--- src/rtl/tm_lif_pkg.sv ---
// Shared constants and helpers for the time-multiplexed LIF array.
// Provides the default threshold and a saturating W+1 -> W reduction.
package tm_lif_pkg;

  localparam int SAT_MAX_W = 32;

  localparam logic [7:0] THR_DEFAULT_8 = 8'h7F;

  // Clamp a (w+1)-bit sum to the largest w-bit value.
  // Operands are carried at SAT_MAX_W+1 bits so one
  // helper serves every state width up to SAT_MAX_W.
  function automatic logic [SAT_MAX_W-1:0] sat_add(
    input logic [SAT_MAX_W:0] sum,
    input int unsigned        w
  );
    logic [SAT_MAX_W:0] lim;
    lim = ((SAT_MAX_W+1)'(1) << w) - (SAT_MAX_W+1)'(1);
    if (sum > lim) sat_add = SAT_MAX_W'(lim);
    else           sat_add = SAT_MAX_W'(sum);
  endfunction

endpackage

--- src/rtl/tm_lif_core.sv ---
// Combinational leak/integrate/saturate/compare for one neuron.
// Ports: v, cur, thr in; v_next, spike out; with TM_LIF_REFRAC_EN
// also cnt in and cnt_next out (refractory visit counter).
module tm_lif_core
  import tm_lif_pkg::*;
#(
  parameter int W           = 8,
  parameter int LEAK_SHIFT  = 3,
  parameter int INPUT_SHIFT = 1
`ifdef TM_LIF_REFRAC_EN
  ,
  parameter int REFRAC_CYCLES = 2,
  parameter int RW = $clog2(REFRAC_CYCLES + 1)
`endif
) (
  input  logic [W-1:0]  v,
  input  logic [W-1:0]  cur,
  input  logic [W-1:0]  thr,
`ifdef TM_LIF_REFRAC_EN
  input  logic [RW-1:0] cnt,
  output logic [RW-1:0] cnt_next,
`endif
  output logic [W-1:0]  v_next,
  output logic          spike
);

  logic [W:0]   sum;
  logic [W-1:0] sat;
  logic         fire;

  // v - (v >> LEAK_SHIFT) never goes negative, so the
  // extra top bit only ever carries the input overflow.
  always_comb begin
    sum = {1'b0, v}
        - {1'b0, v >> LEAK_SHIFT}
        + {1'b0, cur >> INPUT_SHIFT};
    sat = W'(sat_add((SAT_MAX_W+1)'(sum), W));
  end

  assign fire = (sat >= thr);

`ifdef TM_LIF_REFRAC_EN
  always_comb begin
    v_next   = '0;
    spike    = 1'b0;
    cnt_next = '0;
    if (cnt != '0) begin
      cnt_next = cnt - RW'(1);
    end else if (fire) begin
      spike    = 1'b1;
      cnt_next = RW'(REFRAC_CYCLES);
    end else begin
      v_next = sat;
    end
  end
`else
  always_comb begin
    spike  = fire;
    v_next = fire ? '0 : sat;
  end
`endif

endmodule

--- src/rtl/tm_lif_array.sv ---
// Time-multiplexed array of LIF neurons sharing one update datapath.
// Ports: clk, rst (async high), en, current, thr_we/thr_addr/thr_data;
// outputs spike, frame_done, mon_idx, mon_state. Optional refractory
// counters are built when TM_LIF_REFRAC_EN is defined.
module tm_lif_array
  import tm_lif_pkg::*;
#(
  parameter int NUM_NEURONS   = 8,
  parameter int W             = 8,
  parameter int LEAK_SHIFT    = 3,
  parameter int INPUT_SHIFT   = 1,
  parameter logic [W-1:0] THR_DEFAULT = W'(THR_DEFAULT_8),
  parameter int REFRAC_CYCLES = 2,
  localparam int PW = $clog2(NUM_NEURONS)
) (
  input  logic                   clk,
  input  logic                   rst,
  input  logic                   en,
  input  logic [NUM_NEURONS*W-1:0] current,
  input  logic                   thr_we,
  input  logic [PW-1:0]          thr_addr,
  input  logic [W-1:0]           thr_data,
  output logic [NUM_NEURONS-1:0] spike,
  output logic                   frame_done,
  output logic [PW-1:0]          mon_idx,
  output logic [W-1:0]           mon_state
);

  if (NUM_NEURONS < 2) begin : g_bad_n
    $error("NUM_NEURONS must be at least 2");
  end
  if (REFRAC_CYCLES < 1) begin : g_bad_refrac
    $error("REFRAC_CYCLES must be at least 1");
  end

  localparam logic [PW-1:0] LAST = PW'(NUM_NEURONS - 1);

  logic [PW-1:0] ptr;
  logic [W-1:0]  state [NUM_NEURONS];
  logic [W-1:0]  thr   [NUM_NEURONS];

  logic [NUM_NEURONS-1:0][W-1:0] cur_arr;
  logic [W-1:0] v_next;
  logic         fire;
  logic         thr_ok;

  assign cur_arr = current;
  assign thr_ok  = {1'b0, thr_addr} < (PW+1)'(NUM_NEURONS);

`ifdef TM_LIF_REFRAC_EN
  localparam int RW = $clog2(REFRAC_CYCLES + 1);

  logic [RW-1:0] cnt [NUM_NEURONS];
  logic [RW-1:0] cnt_next;

  tm_lif_core #(
    .W            (W),
    .LEAK_SHIFT   (LEAK_SHIFT),
    .INPUT_SHIFT  (INPUT_SHIFT),
    .REFRAC_CYCLES(REFRAC_CYCLES),
    .RW           (RW)
  ) u_core (
    .v       (state[ptr]),
    .cur     (cur_arr[ptr]),
    .thr     (thr[ptr]),
    .cnt     (cnt[ptr]),
    .cnt_next(cnt_next),
    .v_next  (v_next),
    .spike   (fire)
  );

  always_ff @(posedge clk or posedge rst) begin
    if (rst) begin
      for (int i = 0; i < NUM_NEURONS; i++) cnt[i] <= '0;
    end else if (en) begin
      cnt[ptr] <= cnt_next;
    end
  end
`else
  tm_lif_core #(
    .W          (W),
    .LEAK_SHIFT (LEAK_SHIFT),
    .INPUT_SHIFT(INPUT_SHIFT)
  ) u_core (
    .v     (state[ptr]),
    .cur   (cur_arr[ptr]),
    .thr   (thr[ptr]),
    .v_next(v_next),
    .spike (fire)
  );
`endif

  always_ff @(posedge clk or posedge rst) begin
    if (rst) begin
      ptr        <= '0;
      spike      <= '0;
      frame_done <= 1'b0;
      mon_idx    <= '0;
      mon_state  <= '0;
      for (int i = 0; i < NUM_NEURONS; i++) state[i] <= '0;
    end else begin
      frame_done <= 1'b0;
      if (en) begin
        state[ptr] <= v_next;
        spike[ptr] <= fire;
        mon_idx    <= ptr;
        mon_state  <= v_next;
        frame_done <= (ptr == LAST);
        ptr        <= (ptr == LAST) ? '0 : ptr + PW'(1);
      end
    end
  end

  // The core reads thr[ptr] before this edge lands, so a
  // write to the neuron being visited takes effect next visit.
  always_ff @(posedge clk or posedge rst) begin
    if (rst) begin
      for (int i = 0; i < NUM_NEURONS; i++) thr[i] <= THR_DEFAULT;
    end else if (thr_we && thr_ok) begin
      thr[thr_addr] <= thr_data;
    end
  end

endmodule

--- config.mk ---
export PLATFORM = sky130hd
export DESIGN_NAME = tm_lif_array
export DESIGN_NICKNAME = d
export VERILOG_FILES = /design/src/rtl/tm_lif_pkg.sv /design/src/rtl/tm_lif_core.sv /design/src/rtl/tm_lif_array.sv
export SDC_FILE = /design/constraint.sdc
export NUM_CORES = 1
export LEC_CHECK = 0
export ABC_AREA = 1
export ABC_CLOCK_PERIOD_IN_PS = 7250
export BUFFER_PORTS_ARGS = -buffer_cell sky130_fd_sc_hd__clkbuf_2
export CAP_MARGIN = 20
export CORE_ASPECT_RATIO = 2
export CORE_MARGIN = 2
export CORE_UTILIZATION = 43
export DETAILED_ROUTE_END_ITERATION = 6
export PLACE_DENSITY = 0.73
export SKIP_LAST_GASP = 1
export SLEW_MARGIN = 20
export SYNTH_ARGS = -nofsm -noshare
export SYNTH_HDL_FRONTEND = slang
export SYNTH_SLANG_ARGS = --single-unit
--- constraint.sdc ---
create_clock -name clk -period 7.25 [get_ports clk]
set_clock_uncertainty 0.05 [all_clocks]
set_input_delay 1.0875 -clock clk [delete_from_list [all_inputs] [get_ports clk]]
set_output_delay 1.0875 -clock clk [all_outputs]
set_load 0.01 [all_outputs]
==> flow_metrics.tcl <==
set metrics [dict create \
    area_growth_pct 15.87 \
    cts_resized 0 \
    timing.rr.start "ptr[2]" \
    layout-drive-gt1-share_pct 21.67 \
    nets 1209 \
    via_count 7234 \
    cts.sinks 151 \
    synth_area_per_cell_um2 7.909 \
    final_antenna_net_count 0 \
    grt_pass1_vias 7098 \
    hp-class "flop to flop" \
    overflow 0 \
    fp-row-count 71 \
    reg2reg_depth 20 \
    syn_inst 1033 \
    synth-simple-area-share_pct 29.02 \
    synthDistinctLibCells 32 \
    period_share_pct 77.98 \
    cts_tree "done" \
    maxCapViolCount 0 \
    synth_top_family_by_area "simple AND/OR/NAND/NOR gates" \
    synth_seq_cells 151 \
    synth_compound_area_share_pct 13.29 \
    wl_per_cell_um 16.03 \
    crit_fanout 80 \
    dieArea_mm2 0.02019 \
    fmax_mhz 176.9 \
    cts_max_path_buffers 2 \
    synth-xor-area-share_pct 0.3216 \
    hold_buffers 0 \
    status "finished, final reports clean" \
    clock_latency_ns 0.43 \
    port_buffers 90 \
    via_per_inst 5.273 \
    startpoint_type "flop" \
    reg2reg_to "state[47]" \
    cts_setup_buffers 0 \
    dr.pass1.iters 5 \
    reg2reg_slack_ns 1.60 \
    htree_levels 4 \
    grt_use_total_pct 23.22 \
    io_pins 99 \
    syn_nets 1138 \
    synth.area.mux_share_pct 0 \
    antenna_found_initial 0 \
    cp.arrival_ns 5.92 \
    yosysSeqAreaShare_pct 47.11 \
    place_congestion 0.9136 \
    dp_hpwl_mm 15.52 \
    timing.setup.tns_ns 0 \
    cp-startpoint "ptr[2]" \
    cts_inserted_buffers 17 \
    synthAdderAreaFrac_pct 4.441 \
    finalHoldViolations 0 \
    cts-root-buf "clkbuf_16" \
    wirelength_mm 21.99 \
    coreArea_mm2 0.01874 \
    die_width_um 101.5 \
    crit_type "flop to flop" \
    grt_max_degree 81 \
    finalMaxSlewViolations 0 \
    diodes 0 \
    ys_warn_count 0 \
    grt_pass1_wl_mm 36.02 \
    endpoint_kind "flop" \
    period_minus_slack_ns 5.653 \
    crit_end "state[47]" \
    fill_cells 1799 \
    rsz0062_at_grt "no" \
    worst_slew_pin_slew_ns 0.9482 \
    start_util_pct 43.59 \
    detail_route.iter0.violations 534 \
    clkTransAtPathRegs_ns 0.06 \
    synth_area_mm2 0.008170 \
    drc 0 \
    die_h_um 198.9 \
    worstPathRequired_ns 7.52 \
    slew_headroom_pct 36.79 \
    setup_viol 0 \
]
==> synthesized netlist by cell type <==
cell type,n,area share [%]
nand2_1,279,13
o21ai_0,145,8.9
nor2_1,130,6.0
dfrtp_1,95,29
nand3_1,74,4.5
dfstp_2,56,18
inv_1,54,2.5
clkbuf_1,35,1.6
o22ai_1,32,2.5
a21oi_1,22,1.3
ha_1,21,3.2
inv_2,17,0.78
nand2_8,9,2.2
nand3_2,9,1.1
nor2_2,8,0.61
buf_2,6,0.37
fa_1,5,1.2
o21ai_1,5,0.31
nand4_1,4,0.31
nand2_2,3,0.23
nand2_4,3,0.41
nand3b_1,3,0.28
nor2_4,3,0.41
xnor2_1,3,0.32
a221oi_1,2,0.21
buf_1,2,0.092
buf_6,2,0.28
clkinv_2,2,0.12
buf_4,1,0.092
nor3_1,1,0.061
nor4_1,1,0.077
o21a_1,1,0.092
==> metal layers <==
| layer | up-vias | wire length, um | track usage (%) |
|---|---|---|---|
| met5 | - | 0 | 0 |
| met1 | 3433 | 7682 | 24.71 |
| li1 | 3521 | - | - |
| met3 | 52 | 841 | 2.706 |
| met2 | 228 | 11990 | 41.70 |
| met4 | 0 | 1473 | 15.87 |
==> cells in the final DEF (no fill, tap or decap), types with 2 or more instances in the layout <==
| cell | instances |
|---|---|
| fa_1 | 5 |
| ha_1 | 21 |
| nand2_2 | 3 |
| nand3_1 | 74 |
| o22ai_1 | 32 |
| dfrtp_1 | 94 |
| o21ai_0 | 145 |
| nand2_1 | 279 |
| clkinv_4 | 3 |
| inv_6 | 5 |
| o21ai_1 | 5 |
| nand2_4 | 3 |
| nand2_8 | 9 |
| nor2_2 | 8 |
| clkbuf_2 | 90 |
| xnor2_1 | 3 |
| nor2_4 | 4 |
| nand3b_1 | 3 |
| clkbuf_16 | 21 |
| nand3_2 | 9 |
| inv_2 | 17 |
| clkinv_2 | 3 |
| a21oi_1 | 22 |
| buf_4 | 7 |
| dfstp_2 | 56 |
| inv_1 | 53 |
| nand4_1 | 4 |
| nor2_1 | 129 |
| a221oi_1 | 2 |
==> worst max-delay path: stages, from the launching register on <==
cell and delay, ns:
dfrtp_1 0.48, nor2_1 0.72, o21ai_0 0.20, o22ai_1 0.52, nor2_1 0.14, fa_1 0.53, inv_1 0.07, fa_1 0.46
nand3_1 0.09, nand2_1 0.12, a21oi_1 0.28, nand2_4 0.10, nand2_8 0.22, nand2_8 0.14, ha_1 0.33, nand2_1 0.09
nor4_1 0.46, nor2_4 0.08, buf_12 0.24, nand3_1 0.14, nand2_1 0.06
==> state kept, by name, summed over array words and instances (netlist names) <==
register / cells
ptr: 3
frame_done: 1
state: 64
thr: 64
spike: 8
mon_state: 8
mon_idx: 3
==> cell families after synthesis <==
| group | Yosys count |
|---|---|
| compound gates | 207 |
| simple gates | 527 |
| buf+inv | 119 |
| flops | 151 |
| xor+xnor | 3 |
| fa+ha+maj | 26 |
==> how the worst min path moves through the flow <==
stage	startpoint	end	slack, ns	cells past startpoint
floorplan	state[27]	state[27]	0.39	2
CTS	state[27]	state[27]	0.43	2
global route	state[3]	state[3]	0.44	2
detailed placement	state[27]	state[27]	0.41	2
global placement	state[27]	state[27]	0.41	2
finish	state[48]	state[48]	0.43	2
==> stage by stage <==
step                      setup slack (ns)  cells  hold WS [ns]  area (um2)  utilization (%)
after detailed placement             1.652   1340        0.4101        8827            47.09
after CTS                            1.620   1372        0.4275        9467            50.50
final                                1.597   1372        0.4271        9467            50.50
after global routing                 1.187   1372        0.4427        9467            50.50
after global placement               1.733   1340        0.4064        8827            47.09
after floorplan                      2.140   1033        0.3938        8170                -
==> final cells by class <==
cell class                      instances  area [um2]  area share (%)
Tap cell                              255       319.1           3.370
Clock inverter                          9       96.34           1.018
Timing Repair Buffer                   98       523.0           5.525
Clock buffer                           23       543.0           5.736
Inverter                               73       281.5           2.974
Sequential cell                       151        3850           40.67
Multi-Input combinational cell        763        3854           40.71
Power is not shown: default switching activity piles up to over one toggle a cycle in this logic, so the estimate is an artifact.
